**config.mk**
```make
export PLATFORM = sky130hd
export DESIGN_NAME = clock_multiplier_n
export DESIGN_NICKNAME = d
export VERILOG_FILES = /design/src/rtl/clkmul_pkg.sv /design/src/rtl/seq_divider.sv /design/src/rtl/clock_multiplier_n.sv
export SDC_FILE = /design/constraint.sdc
export NUM_CORES = 1
export LEC_CHECK = 0
export CELL_PAD_IN_SITES_DETAIL_PLACEMENT = 0
export CELL_PAD_IN_SITES_GLOBAL_PLACEMENT = 1
export CORE_MARGIN = 2
export CORE_UTILIZATION = 47
export CTS_CLUSTER_SIZE = 30
export DETAILED_ROUTE_END_ITERATION = 8
export PLACE_DENSITY = 0.86
export SYNTH_ARGS = -nofsm -noshare
export SYNTH_HDL_FRONTEND = slang
export SYNTH_SLANG_ARGS = --single-unit
```
**constraint.sdc**
```tcl
create_clock -name clk_in -period 8.35 [get_ports clk_in]
set_input_delay 1.67 -clock clk_in [delete_from_list [all_inputs] [get_ports clk_in]]
set_output_delay 1.67 -clock clk_in [all_outputs]
set_load 0.03 [all_outputs]
```
**src/rtl/clkmul_pkg.sv**
```systemverilog
// rtl/clkmul_pkg.sv - shared state and error encodings for clock_multiplier_n
package clkmul_pkg;

    typedef enum logic [1:0] {
        ST_IDLE,
        ST_ACQUIRE,
        ST_DIVIDE,
        ST_RUN
    } state_t;

    localparam logic [1:0] ERR_NONE     = 2'd0;
    localparam logic [1:0] ERR_OVERFLOW = 2'd1;
    localparam logic [1:0] ERR_TOO_FAST = 2'd2;

endpackage

```
**src/rtl/seq_divider.sv**
```systemverilog
// rtl/seq_divider.sv - restoring divider, one quotient bit per cycle
module seq_divider #(
    parameter int DVD_W = 24,
    parameter int DSR_W = 5
) (
    input  logic             clk,
    input  logic             rst,
    input  logic             start,
    input  logic [DVD_W-1:0] dividend,
    input  logic [DSR_W-1:0] divisor,
    output logic             busy,
    output logic             done,
    output logic [DVD_W-1:0] quotient,
    output logic [DSR_W:0]   remainder
);

    localparam int ITER_W = $clog2(DVD_W + 1);

    logic [DVD_W-1:0]  quo;
    logic [DSR_W:0]    rem;
    logic [DSR_W-1:0]  dsr;
    logic [ITER_W-1:0] iter;
    logic [DSR_W:0]    rem_shift;

    // The partial remainder is always below the divisor, so its low DSR_W bits suffice for the shift.
    assign rem_shift = {rem[DSR_W-1:0], quo[DVD_W-1]};
    assign quotient  = quo;
    assign remainder = rem;

    always_ff @(posedge clk) begin
        if (rst) begin
            quo  <= '0;
            rem  <= '0;
            dsr  <= '0;
            iter <= '0;
            busy <= 1'b0;
            done <= 1'b0;
        end else begin
            done <= 1'b0;
            if (start) begin
                quo  <= dividend;
                rem  <= '0;
                dsr  <= divisor;
                iter <= ITER_W'(DVD_W);
                busy <= 1'b1;
            end else if (busy) begin
                if (rem_shift >= {1'b0, dsr}) begin
                    rem <= rem_shift - {1'b0, dsr};
                    quo <= {quo[DVD_W-2:0], 1'b1};
                end else begin
                    rem <= rem_shift;
                    quo <= {quo[DVD_W-2:0], 1'b0};
                end
                iter <= iter - ITER_W'(1);
                if (iter == ITER_W'(1)) begin
                    busy <= 1'b0;
                    done <= 1'b1;
                end
            end
        end
    end

endmodule

```
**src/rtl/clock_multiplier_n.sv**
```systemverilog
// rtl/clock_multiplier_n.sv - measures a slow reference and emits a dithered mult-times square wave
module clock_multiplier_n
    import clkmul_pkg::*;
#(
    parameter int CNT_W       = 24,
    parameter int MULT_W      = 4,
    parameter int SYNC_STAGES = 2
) (
    input  logic              clk_in,
    input  logic              rst,
    input  logic              enable,
    input  logic              ref_in,
    input  logic [MULT_W-1:0] mult,
    output logic              clk_out,
    output logic              locked,
    output logic [CNT_W-1:0]  period,
    output logic [1:0]        err
);

    localparam int AW = MULT_W + 2;
    localparam logic [CNT_W-1:0] CNT_MAX = '1;

    logic [SYNC_STAGES-1:0] ref_sync;
    logic                   ref_d;
    logic                   ref_edge;

    state_t            state;
    logic              acq_seen;
    logic [CNT_W-1:0]  count;
    logic [MULT_W-1:0] m_now, m_div, m_run;
    logic [CNT_W-1:0]  q_run, hcnt;
    logic [AW-1:0]     r_run, acc;
    logic [MULT_W:0]   hp_left;
    logic              burst_on;

    logic              div_start, div_busy, div_done;
    logic [CNT_W-1:0]  div_q;
    logic [AW-1:0]     div_r;

    logic              sat, fast, load_sel, ge;
    logic [AW-1:0]     twom_base, sum, next_acc;
    logic [CNT_W-1:0]  next_len;

    always_ff @(posedge clk_in) begin
        if (rst) begin
            ref_sync <= '0;
            ref_d    <= 1'b0;
        end else begin
            ref_sync[0] <= ref_in;
            for (int i = 1; i < SYNC_STAGES; i++) begin
                ref_sync[i] <= ref_sync[i-1];
            end
            ref_d <= ref_sync[SYNC_STAGES-1];
        end
    end

    // One datapath picks the next half-period: on a burst load it starts from a cleared accumulator.
    always_comb begin
        m_now     = (mult == '0) ? MULT_W'(1) : mult;
        ref_edge  = ref_sync[SYNC_STAGES-1] & ~ref_d;
        sat       = (state != ST_IDLE) && (count == CNT_MAX) && !ref_edge;
        fast      = (ref_edge && (state == ST_DIVIDE || (state == ST_RUN && div_busy)))
                 || (state != ST_IDLE && div_done && div_q == '0);
        div_start = ref_edge && ((state == ST_ACQUIRE && acq_seen) || (state == ST_RUN && !div_busy));
        load_sel  = (state == ST_RUN) && ref_edge;
        twom_base = load_sel ? {1'b0, m_div, 1'b0} : {1'b0, m_run, 1'b0};
        sum       = (load_sel ? '0 : acc) + (load_sel ? div_r : r_run);
        ge        = (sum >= twom_base);
        next_acc  = ge ? sum - twom_base : sum;
        next_len  = (load_sel ? div_q : q_run) + CNT_W'(ge);
    end

    seq_divider #(
        .DVD_W (CNT_W),
        .DSR_W (MULT_W + 1)
    ) u_div (
        .clk       (clk_in),
        .rst       (rst),
        .start     (div_start),
        .dividend  (count),
        .divisor   ({m_now, 1'b0}),
        .busy      (div_busy),
        .done      (div_done),
        .quotient  (div_q),
        .remainder (div_r)
    );

    always_ff @(posedge clk_in) begin
        if (rst) begin
            state    <= ST_IDLE;
            acq_seen <= 1'b0;
            count    <= '0;
            m_div    <= '0;
            m_run    <= '0;
            q_run    <= '0;
            r_run    <= '0;
            acc      <= '0;
            hcnt     <= '0;
            hp_left  <= '0;
            burst_on <= 1'b0;
            clk_out  <= 1'b0;
            locked   <= 1'b0;
            period   <= '0;
            err      <= ERR_NONE;
        end else if (!enable) begin
            state    <= ST_IDLE;
            acq_seen <= 1'b0;
            count    <= '0;
            burst_on <= 1'b0;
            clk_out  <= 1'b0;
            locked   <= 1'b0;
        end else begin
            if (ref_edge) begin
                count <= CNT_W'(1);
            end else if (state != ST_IDLE && count != CNT_MAX) begin
                count <= count + CNT_W'(1);
            end

            if (sat || fast) begin
                err      <= fast ? ERR_TOO_FAST : ERR_OVERFLOW;
                state    <= ST_ACQUIRE;
                acq_seen <= 1'b0;
                locked   <= 1'b0;
                clk_out  <= 1'b0;
                burst_on <= 1'b0;
            end else begin
                case (state)
                    ST_IDLE: begin
                        state   <= ST_ACQUIRE;
                        clk_out <= 1'b0;
                    end
                    ST_ACQUIRE: begin
                        if (ref_edge) begin
                            if (!acq_seen) begin
                                acq_seen <= 1'b1;
                            end else begin
                                period <= count;
                                m_div  <= m_now;
                                state  <= ST_DIVIDE;
                            end
                        end
                    end
                    ST_DIVIDE: begin
                        if (div_done) begin
                            state <= ST_RUN;
                        end
                    end
                    ST_RUN: begin
                        if (ref_edge) begin
                            period   <= count;
                            m_div    <= m_now;
                            q_run    <= div_q;
                            r_run    <= div_r;
                            m_run    <= m_div;
                            acc      <= next_acc;
                            hcnt     <= next_len;
                            hp_left  <= {m_div, 1'b0};
                            clk_out  <= 1'b1;
                            burst_on <= 1'b1;
                            // The quotient only matches the ratio if m did not change since it was started.
                            locked   <= (m_div == m_now);
                            if (m_div == m_now) begin
                                err <= ERR_NONE;
                            end
                        end else if (burst_on) begin
                            if (hcnt == CNT_W'(1)) begin
                                if (hp_left == (MULT_W+1)'(1)) begin
                                    burst_on <= 1'b0;
                                    clk_out  <= 1'b0;
                                end else begin
                                    clk_out <= ~clk_out;
                                    hp_left <= hp_left - (MULT_W+1)'(1);
                                    hcnt    <= next_len;
                                    acc     <= next_acc;
                                end
                            end else begin
                                hcnt <= hcnt - CNT_W'(1);
                            end
                        end
                    end
                    default: state <= ST_IDLE;
                endcase
            end
        end
    end

endmodule

```
==> flow_summary.yaml, run 1 <==
drt:
  dr.pass1.iters: 6
  route.vias.total: 8230
  wl_per_cell_um: 16.8
  drt_iter0_drc: 568
  ant_nets: 0
  vias_per_cell: 5.68
  wl_mm: 24.4
  drc: 0
yosys:
  synth_edf_count: 0
  avgSynthCellArea_um2: 8.06
  synth_nets: 1222
  syn-cell-area_um2: 9530
  yosys_warnings: 0
  synthSimpleGateAreaFrac_pct: 26.5
  synthCells: 1183
  ys.flop_type: "dfxtp_1"
  yosysTopAreaCell: "dfxtp_1"
  synthMuxAreaShare_pct: 6.34
  synthAdderAreaFrac_pct: 4.31
  yosysSeqAreaShare_pct: 36.3
  netlist_top_cells_area: "dfxtp_1 (36%), nand2_1 (6.1%), mux2i_1 (6.0%)"
  ys_ff_latch: 173
  synth_top_family_by_area: "simple AND/OR/NAND/NOR gates"
  synth_top_area_share_pct: 36.3
  synth-compound-area-share_pct: 15.8
  synth-xor-area-share_pct: 5.97
  async_flop_share_pct: 0
  ys_types: 73
layout:
  stdcell_area_um2: 10600
  drive_above_1_share_pct: 5.68
  fill_cells: 1982
  areaGrowthSynthToFinish_pct: 11.0
  num_antenna_cells: 0
  nNetsFinal: 1206
worst_hold_path:
  hp-class: "reg2reg"
  min_from: "u_div.dsr[3]"
  hold_depth: 2
  min_to: "u_div.dsr[3]"
sta:
  worst_pin_slew_ns: 1.11
  rsz0062_at_grt: "no"
  relSlewSlack_pct: 25.9
  setup_viol: 0
  period_needed_ns: 6.02
  tns_ns: 0
  final_max_slew_viol_count: 0
  max_clock_freq_ghz: 0.166
  finalClockSkew_ns: 0.0147
  period_share_pct: 72.2
  hold_viol: 0
flow_run:
  max_cap_viol_count: 0
clock_tree:
  worstSkewPairLatency_ns: 0.44
  clockRootBuffer: "clkbuf_16"
  ctsResizeCount: 0
  cts_buffers: 17
  post_cts_buffers: 0
  cts.hold.buffers_added: 0
  cts_buffer_depth: 2
  cts_tree: "yes"
  clk_pin_slew_worst_paths_ns: 0.08
  htree_levels: 4
  clock-sinks: 173
placement:
  gp_congestion: 0.903
  place_area_um2: 9960
  dp_hpwl_mm: 16.9
  port-buffer-count: 35
global_routing:
  grt_overflow: 0
  track_usage_pct: 22.8
  antenna_found_initial: 0
  grt_max_degree: 82
  grt_pass1_vias: 7634
  grt_pass1_wl_mm: 40.2
pwr:
  p_leak_nw: 3.82
  vdd_drop_max_uv: 140
  p_per_area_nw_per_um2: 160
  p_total_mw: 1.69
die:
  die_area_um2: 21400
  core_um2: 20000
  rows: 52
  start_util_pct: 47.6
  dieHeight_um: 146
  die_x_um: 146
  io_pins: 36
setup_path:
  cp.required_ns: 8.71
  critPathMaxFanout: 32
  worst_r2r_endpoint: "hcnt[20]"
  r2r_start: "state[0]"
  path_class: "reg2reg"
  cp-start-kind: "flop"
  reg2reg_slack_ns: 2.33
  ff2ff_path_depth: 24
  cp.arrival_ns: 6.39
  crit_path_end_kind: "flop"
run_status:
  status: "finished clean"
area by class of cell:
type	count	area, um2	share of cell area, %
Clock buffer	17	425	4.02
Inverter	27	101	0.958
Clock inverter	15	188	1.77
Tap cell	270	338	3.19
Sequential cell	173	3460	32.7
Timing Repair Buffer	45	423	4.00
Multi-Input combinational cell	903	5640	53.3
stage by stage:
stage	instances	hold WS, ns	setup slack (ns)	utilization, %
after detailed placement	1418	0.446	2.37	49.7
final	1450	0.457	2.33	52.8
after global placement	1418	0.442	2.59	49.7
after global routing	1450	0.469	1.86	52.8
after floorplan	1183	0.414	2.55	-
after CTS	1450	0.456	2.35	52.8
report_power, final:
| group | leakage (nW) | switching [mW] | internal, mW |
|---|---|---|---|
| combinational | 2.13 | 0.0373 | 0.0185 |
| sequential | 1.39 | 0.00245 | 0.826 |
| clock | 0.292 | 0.401 | 0.408 |
cell usage after synthesis (10+ instances only):
library cell and instances:
nand2_1 155, a221oi_1 30, buf_2 13, clkbuf_1 57, and3_1 14, a21oi_1 96, a211oi_1 12, inv_1 27
xor2_1 34, nor3b_1 30, dfxtp_1 173, ha_1 28, o21ai_0 43, nor2_1 138, nor4_1 19, nor3_1 25
nand4_1 20, mux2i_1 57, and2_1 10, nand3_1 36, nand2b_1 12, xnor2_1 31
sequential cells by signal, indices dropped and copies added, names as in the netlist, 5 cells and up:
| name | count |
|---|---|
| acc | 6 |
| u_div.quotient | 24 |
| u_div.remainder | 6 |
| hp_left | 5 |
| period | 24 |
| r_run | 6 |
| hcnt | 24 |
| u_div.iter | 5 |
| count | 24 |
| q_run | 24 |
per-layer routing:
layer | vias to the layer above | track usage [%] | wire length, um
li1 | 4159 | - | -
met1 | 3858 | 33.0 | 12100
met2 | 176 | 35.2 | 10800
met3 | 37 | 3.81 | 1010
met4 | 0 | 6.70 | 481
met5 | - | 0 | 0
worst max-delay path by stage:
stage	startpoint	to	slack, ns	depth (start not counted)
after CTS	state[0]	hcnt[20]	2.35	24
after global placement	state[0]	hcnt[20]	2.59	24
final	state[0]	hcnt[20]	2.33	24
after floorplan	state[0]	hcnt[20]	2.55	29
after global routing	state[0]	hcnt[20]	1.86	24
after detailed placement	state[0]	hcnt[20]	2.37	24
cell families (layout without fill, tap and decap cells):
| group | Yosys count | count (layout) |
|---|---|---|
| AOI/OAI and AO/OA | 237 | 237 |
| xor gates and xnor gates | 65 | 65 |
| adders and majority gates | 31 | 31 |
| buffers and inverters | 107 | 104 |
| DFF | 173 | 173 |
| muxes | 60 | 60 |
| and+or+nand+nor | 510 | 510 |
layout by cell type (no fill, tap or decap), types with 17 or more instances in the layout:
cell type and count:
nand4_1 20, xnor2_1 31, nor2_1 138, a21oi_1 96, clkdlybuf4s50_1 34, nor3b_1 30, nand3_1 36, xor2_1 34
mux2i_1 57, o21ai_0 43, nor3_1 25, nand2_1 155, inv_1 27, dfxtp_1 173, clkbuf_16 17, nor4_1 19
a221oi_1 30, ha_1 28
worst max-delay path, cell delays in order, from the launching register on:
cell and delay, ns:
dfxtp_1 0.36, ha_1 0.31, nand3b_1 0.46, buf_4 0.43
nand2_1 0.09, o21ai_0 0.13, inv_1 0.10, fa_1 0.44
inv_1 0.07, a21o_1 0.10, a21oi_1 0.07, xnor2_1 0.14
ha_1 0.35, nand2_1 0.06, o21ai_0 0.18, nand2b_1 0.31
ha_1 0.30, ha_1 0.33, nand4_1 0.20, or4_1 0.58
o31ai_1 0.18, nor3b_1 0.32, xor2_1 0.20, o211ai_2 0.10
a21oi_2 0.14
Power figures use the tool's default switching activity.
==> run 2, diff against run 1 <==
- clock period: 8.35 -> 5.94 ns (I/O delays scaled with it)
==> flow_summary.yaml, run 2 (synthesis results as in run 1) <==
run_status:
  status: "finished clean"
layout:
  num_antenna_cells: 0
  stdcell_area_um2: 10600
  areaGrowthSynthToFinish_pct: 10.8
  fill_cells: 1968
  final_core_util_pct: 52.7
  final_cell_mix: "dfxtp_1 (173), nand2_1 (155), nor2_1 (138)"
  final_common_cell: "dfxtp_1"
  nNetsFinal: 1208
  drive_above_1_share_pct: 6.01
die:
  die_x_um: 146
  dieHeight_um: 146
  start_util_pct: 47.6
  core_um2: 20000
  rows: 52
  die_area_um2: 21400
  io_pins: 36
clock_tree:
  clock-sinks: 173
  post_cts_buffers: 0
  cts_tree: "yes"
  worstSkewPairLatency_ns: 0.44
  cts.hold.buffers_added: 0
  cts_buffers: 17
  cts_buffer_depth: 2
  clk_pin_slew_worst_paths_ns: 0.07
  ctsResizeCount: 0
  clockRootBuffer: "clkbuf_16"
  htree_levels: 4
global_routing:
  grt_pass1_wl_mm: 40.2
  antenna_found_initial: 0
  grt_pass1_vias: 7594
  grt_max_degree: 62
  track_usage_pct: 22.8
  grt_overflow: 0
flow_run:
  max_cap_viol_count: 0
setup_path:
  cp-start-kind: "flop"
  path_class: "reg2reg"
  cp.arrival_ns: 5.79
  crit_path_end_kind: "flop"
  cp.required_ns: 6.30
  critPathMaxFanout: 18
sta:
  finalWorstSetupSlack_ns: 0.512
  setup_viol: 0
  period_share_pct: 91.4
  period_needed_ns: 5.43
  max_clock_freq_ghz: 0.184
  relSlewSlack_pct: 27.4
  worst_pin_slew_ns: 1.09
  hold_viol: 0
  finalClockSkew_ns: 0.0160
  final_max_slew_viol_count: 0
  rsz0062_at_grt: "no"
  tns_ns: 0
drt:
  drc: 0
  drt_iter0_drc: 514
  ant_nets: 0
  dr.pass1.iters: 7
  route.vias.total: 8257
  wl_per_cell_um: 17.0
  wl_mm: 24.6
  vias_per_cell: 5.69
pwr:
  vdd_drop_max_uv: 193
  p_leak_nw: 3.81
  p_per_area_nw_per_um2: 222
  p_total_mw: 2.34
placement:
  pre_cts_slack_ns: 0.437
  port-buffer-count: 35
  dp_hpwl_mm: 17.2
  place_area_um2: 9980
  gp_congestion: 0.896
worst_hold_path:
  hp-class: "reg2reg"
==> run 2: cell count changes in the layout (fill, tap and decap cells not counted), sizes merged <==
cell / previous run / this run
buf: 11 / 13
clkinv: 8 / 7
inv: 33 / 34
==> run 2: layer usage <==
| metal | vias to the layer above | global-route usage [%] | routed length, um |
|---|---|---|---|
| met4 | 0 | 6.60 | 347 |
| met5 | - | 0 | 0 |
| li1 | 4158 | - | - |
| met1 | 3896 | 33.6 | 12400 |
| met3 | 25 | 2.72 | 915 |
| met2 | 178 | 35.3 | 10900 |
==> run 2: final timing paths <==
check               start      endpoint  slack [ns]  cells past startpoint
min          u_div.dsr[4]  u_div.dsr[4]        0.45                      2
min reg2reg  u_div.dsr[4]  u_div.dsr[4]        0.45                      2
max reg2reg      state[0]      hcnt[20]        0.51                     24
max              state[0]      hcnt[20]        0.51                     24
==> run 2: report_power, final <==
group          leakage (nW)  internal [mW]  total (mW)  switching, mW
combinational          2.14         0.0265      0.0791         0.0526
sequential             1.39           1.16        1.16        0.00322
clock                 0.281          0.560        1.10          0.538
==> run 2: final cells by class <==
| cell class | instances | area (um2) | area share, % |
|---|---|---|---|
| multi-input combinational | 903 | 5640 | 53.4 |
| inverter | 27 | 101 | 0.960 |
| timing repair buffer | 47 | 438 | 4.15 |
| tap | 270 | 338 | 3.20 |
| clock buffer | 17 | 425 | 4.03 |
| clock inverter | 15 | 154 | 1.46 |
| sequential | 173 | 3460 | 32.8 |
==> run 2: metrics by stage <==
stage | hold slack, ns | std cells
final | 0.453 | 1452
after global routing | 0.466 | 1452
after CTS | 0.454 | 1452
after detailed placement | 0.443 | 1420
after global placement | 0.441 | 1420
after floorplan | 0.414 | 1183
==> run 2: critical path: stages, from the launching register on <==
cell and delay [ns]:
dfxtp_1 0.35, ha_1 0.30, nand3b_1 0.18, buf_4 0.27, nand2_1 0.09, o21ai_0 0.13
inv_1 0.10, fa_1 0.43, inv_1 0.07, a21o_1 0.11, a21oi_1 0.07, xnor2_1 0.15
ha_1 0.35, nand2_1 0.06, o21ai_0 0.18, nand2b_2 0.25, ha_1 0.28, ha_2 0.31
nand4_1 0.17, or4_1 0.59, o31ai_1 0.17, nor3b_1 0.29, xor2_1 0.21, o211ai_2 0.10
a21oi_2 0.14
==> run 3, diff against run 2 <==
- CORE_UTILIZATION: 47 -> 42
- PLACE_DENSITY: 0.86 -> 0.81
- SLEW_MARGIN: not set -> 30
- clock period: 5.94 -> 4.5 ns (I/O delays scaled with it)
==> flow_summary.yaml, run 3 (synthesis results as in run 1) <==
run_status:
  status: "finished with violations"
  failed_checks: "setup timing"
setup_path:
  max_stage_delay_ns: 0.59
  path_class: "reg2reg"
  cp.required_ns: 4.88
  path_delay_family: "simple AND/OR/NAND/NOR gates"
  path_depth: 24
  worst-path-buf-inv: 3
  cp.arrival_ns: 4.92
  crit_path_end_kind: "flop"
  ff2ff_path_depth: 24
  cp_slowest_cell: "or4_4"
  cp-start-kind: "flop"
  critPathMaxFanout: 7
  crit_chain: "ha_4 -> nand3b_1 -> buf_6 -> and2_4 -> ha_4 -> inv_2 -> fa_2 -> inv_2 -> a21o_1 -> a21oi_2 -> xnor2_2 -> ha_1 -> nand2_1 -> o21ai_2 -> nand2b_4 -> ha_4 -> ha_4 -> nand4_1 -> or4_4 -> o31ai_4 -> nor3b_2 -> xor2_1 -> o211ai_2 -> a21oi_2"
  critPathMostFrequentCell: "ha_4"
placement:
  pre_cts_slack_ns: -0.108
  dp_cells: 1446
  port-buffer-count: 35
  gp_congestion: 0.942
  dp_hpwl_mm: 17.6
  place_area_um2: 10200
die:
  start_util_pct: 42.5
  core_um2: 22400
  die_x_um: 155
  dieHeight_um: 155
  rows: 55
  io_pins: 36
  die_area_um2: 23900
clock_tree:
  worstSkewPairLatency_ns: 0.44
  clockRootBuffer: "clkbuf_16"
  clock-sinks: 173
  cts_buffers: 17
  cts_tree: "yes"
  htree_levels: 4
  clk_pin_slew_worst_paths_ns: 0.08
  cts.hold.buffers_added: 0
  cts_buffer_depth: 2
drt:
  ant_nets: 0
  vias_per_cell: 5.67
  drt_iter0_drc: 635
  drc: 0
  wl_mm: 25.4
  dr.pass1.iters: 4
  route.vias.total: 8467
  wl_per_cell_um: 17.0
sta:
  period_share_pct: 101
  final_max_slew_viol_count: 0
  relSlewSlack_pct: 34.0
  hold_slack_ns: 0.451
  period_needed_ns: 4.54
  max_clock_freq_ghz: 0.220
  finalClockSkew_ns: 0.0126
  worst_pin_slew_ns: 0.987
  hold_viol: 0
  rsz0062_at_grt: "yes"
  finalWorstSetupSlack_ns: -0.0400
  setup_viol: 1
layout:
  instances_no_fill: 1492
  stdcell_area_um2: 11000
  drive_above_1_share_pct: 9.86
  nNetsFinal: 1233
  final_common_cell: "dfxtp_1"
  areaGrowthSynthToFinish_pct: 15.0
  fill_cells: 2168
  final_cell_mix: "dfxtp_1 (171), nand2_1 (154), nor2_1 (138)"
  num_antenna_cells: 0
  final_core_util_pct: 48.9
global_routing:
  antenna_found_initial: 0
  grt_pass1_wl_mm: 41.8
  grt_pass1_vias: 7750
  track_usage_pct: 21.4
  grt_max_degree: 66
  grt_overflow: 0
pwr:
  p_per_area_nw_per_um2: 287
  p_leak_nw: 4.01
  vdd_drop_max_uv: 310
worst_hold_path:
  hold_depth: 2
  hp-class: "reg2reg"
flow_run:
  max_cap_viol_count: 0
[run 3: changes by cell type in the layout (fill, tap and decap cells not counted), sizes merged]
cell / change
buf: +25
inv: +2
clkinv: -2
[run 3: worst paths after layout]
kind / endpoint / start / slack, ns
worst max-delay path: hcnt[20] / state[1] / -0.04
worst min-delay path: err[0] / err[0] / 0.45
worst max register to register: hcnt[20] / state[1] / -0.04
worst min register to register: err[0] / err[0] / 0.45
[run 3: per-stage QoR]
stage	total power, mW	TNS [ns]
finish	3.14	-0.0400
global route	3.24	-0.822
CTS	3.17	0
detailed placement	1.68	-0.199
global placement	1.68	0
floorplan	1.65	-0.621
[run 3: power breakdown]
part / switching, mW / internal, mW / leakage (nW)
clock: 0.747 / 0.752 / 0.291
combinational: 0.0711 / 0.0362 / 2.32
sequential: 0.00491 / 1.53 / 1.39
[run 3: layout make-up]
cell class                      count  area, um2  share of cell area, %
Multi-Input combinational cell    903       5790                   52.8
Sequential cell                   173       3470                   31.7
Timing Repair Buffer               72        644                   5.88
Clock buffer                       17        425                   3.88
Tap cell                          285        357                   3.25
Clock inverter                     15        171                   1.56
Inverter                           27        101                  0.924
[run 3: metal layers]
metal,GRT usage [%],up-vias,share of wire (%)
met4,6.17,0,1.4
met3,2.91,34,3.9
met5,0,-,0
met2,32.2,195,45
li1,-,4204,-
met1,31.9,4034,50
[run 3: what timing repair did]
| item | CTS | global route |
|---|---|---|
| resized for setup | 1 | 18 |
| hold endpoints to repair | 0 | 0 |
| buffers inserted | 2 | 12 |
| cloned | 0 | 0 |
| pin swaps | 1 | 17 |
| endpoints found under the setup margin | 4 | 15 |
[run 3: tightest hold or removal path: stages (launching register included)]
cell and delay, ns:
dfxtp_1 0.31, nand2_1 0.05, a21oi_1 0.05
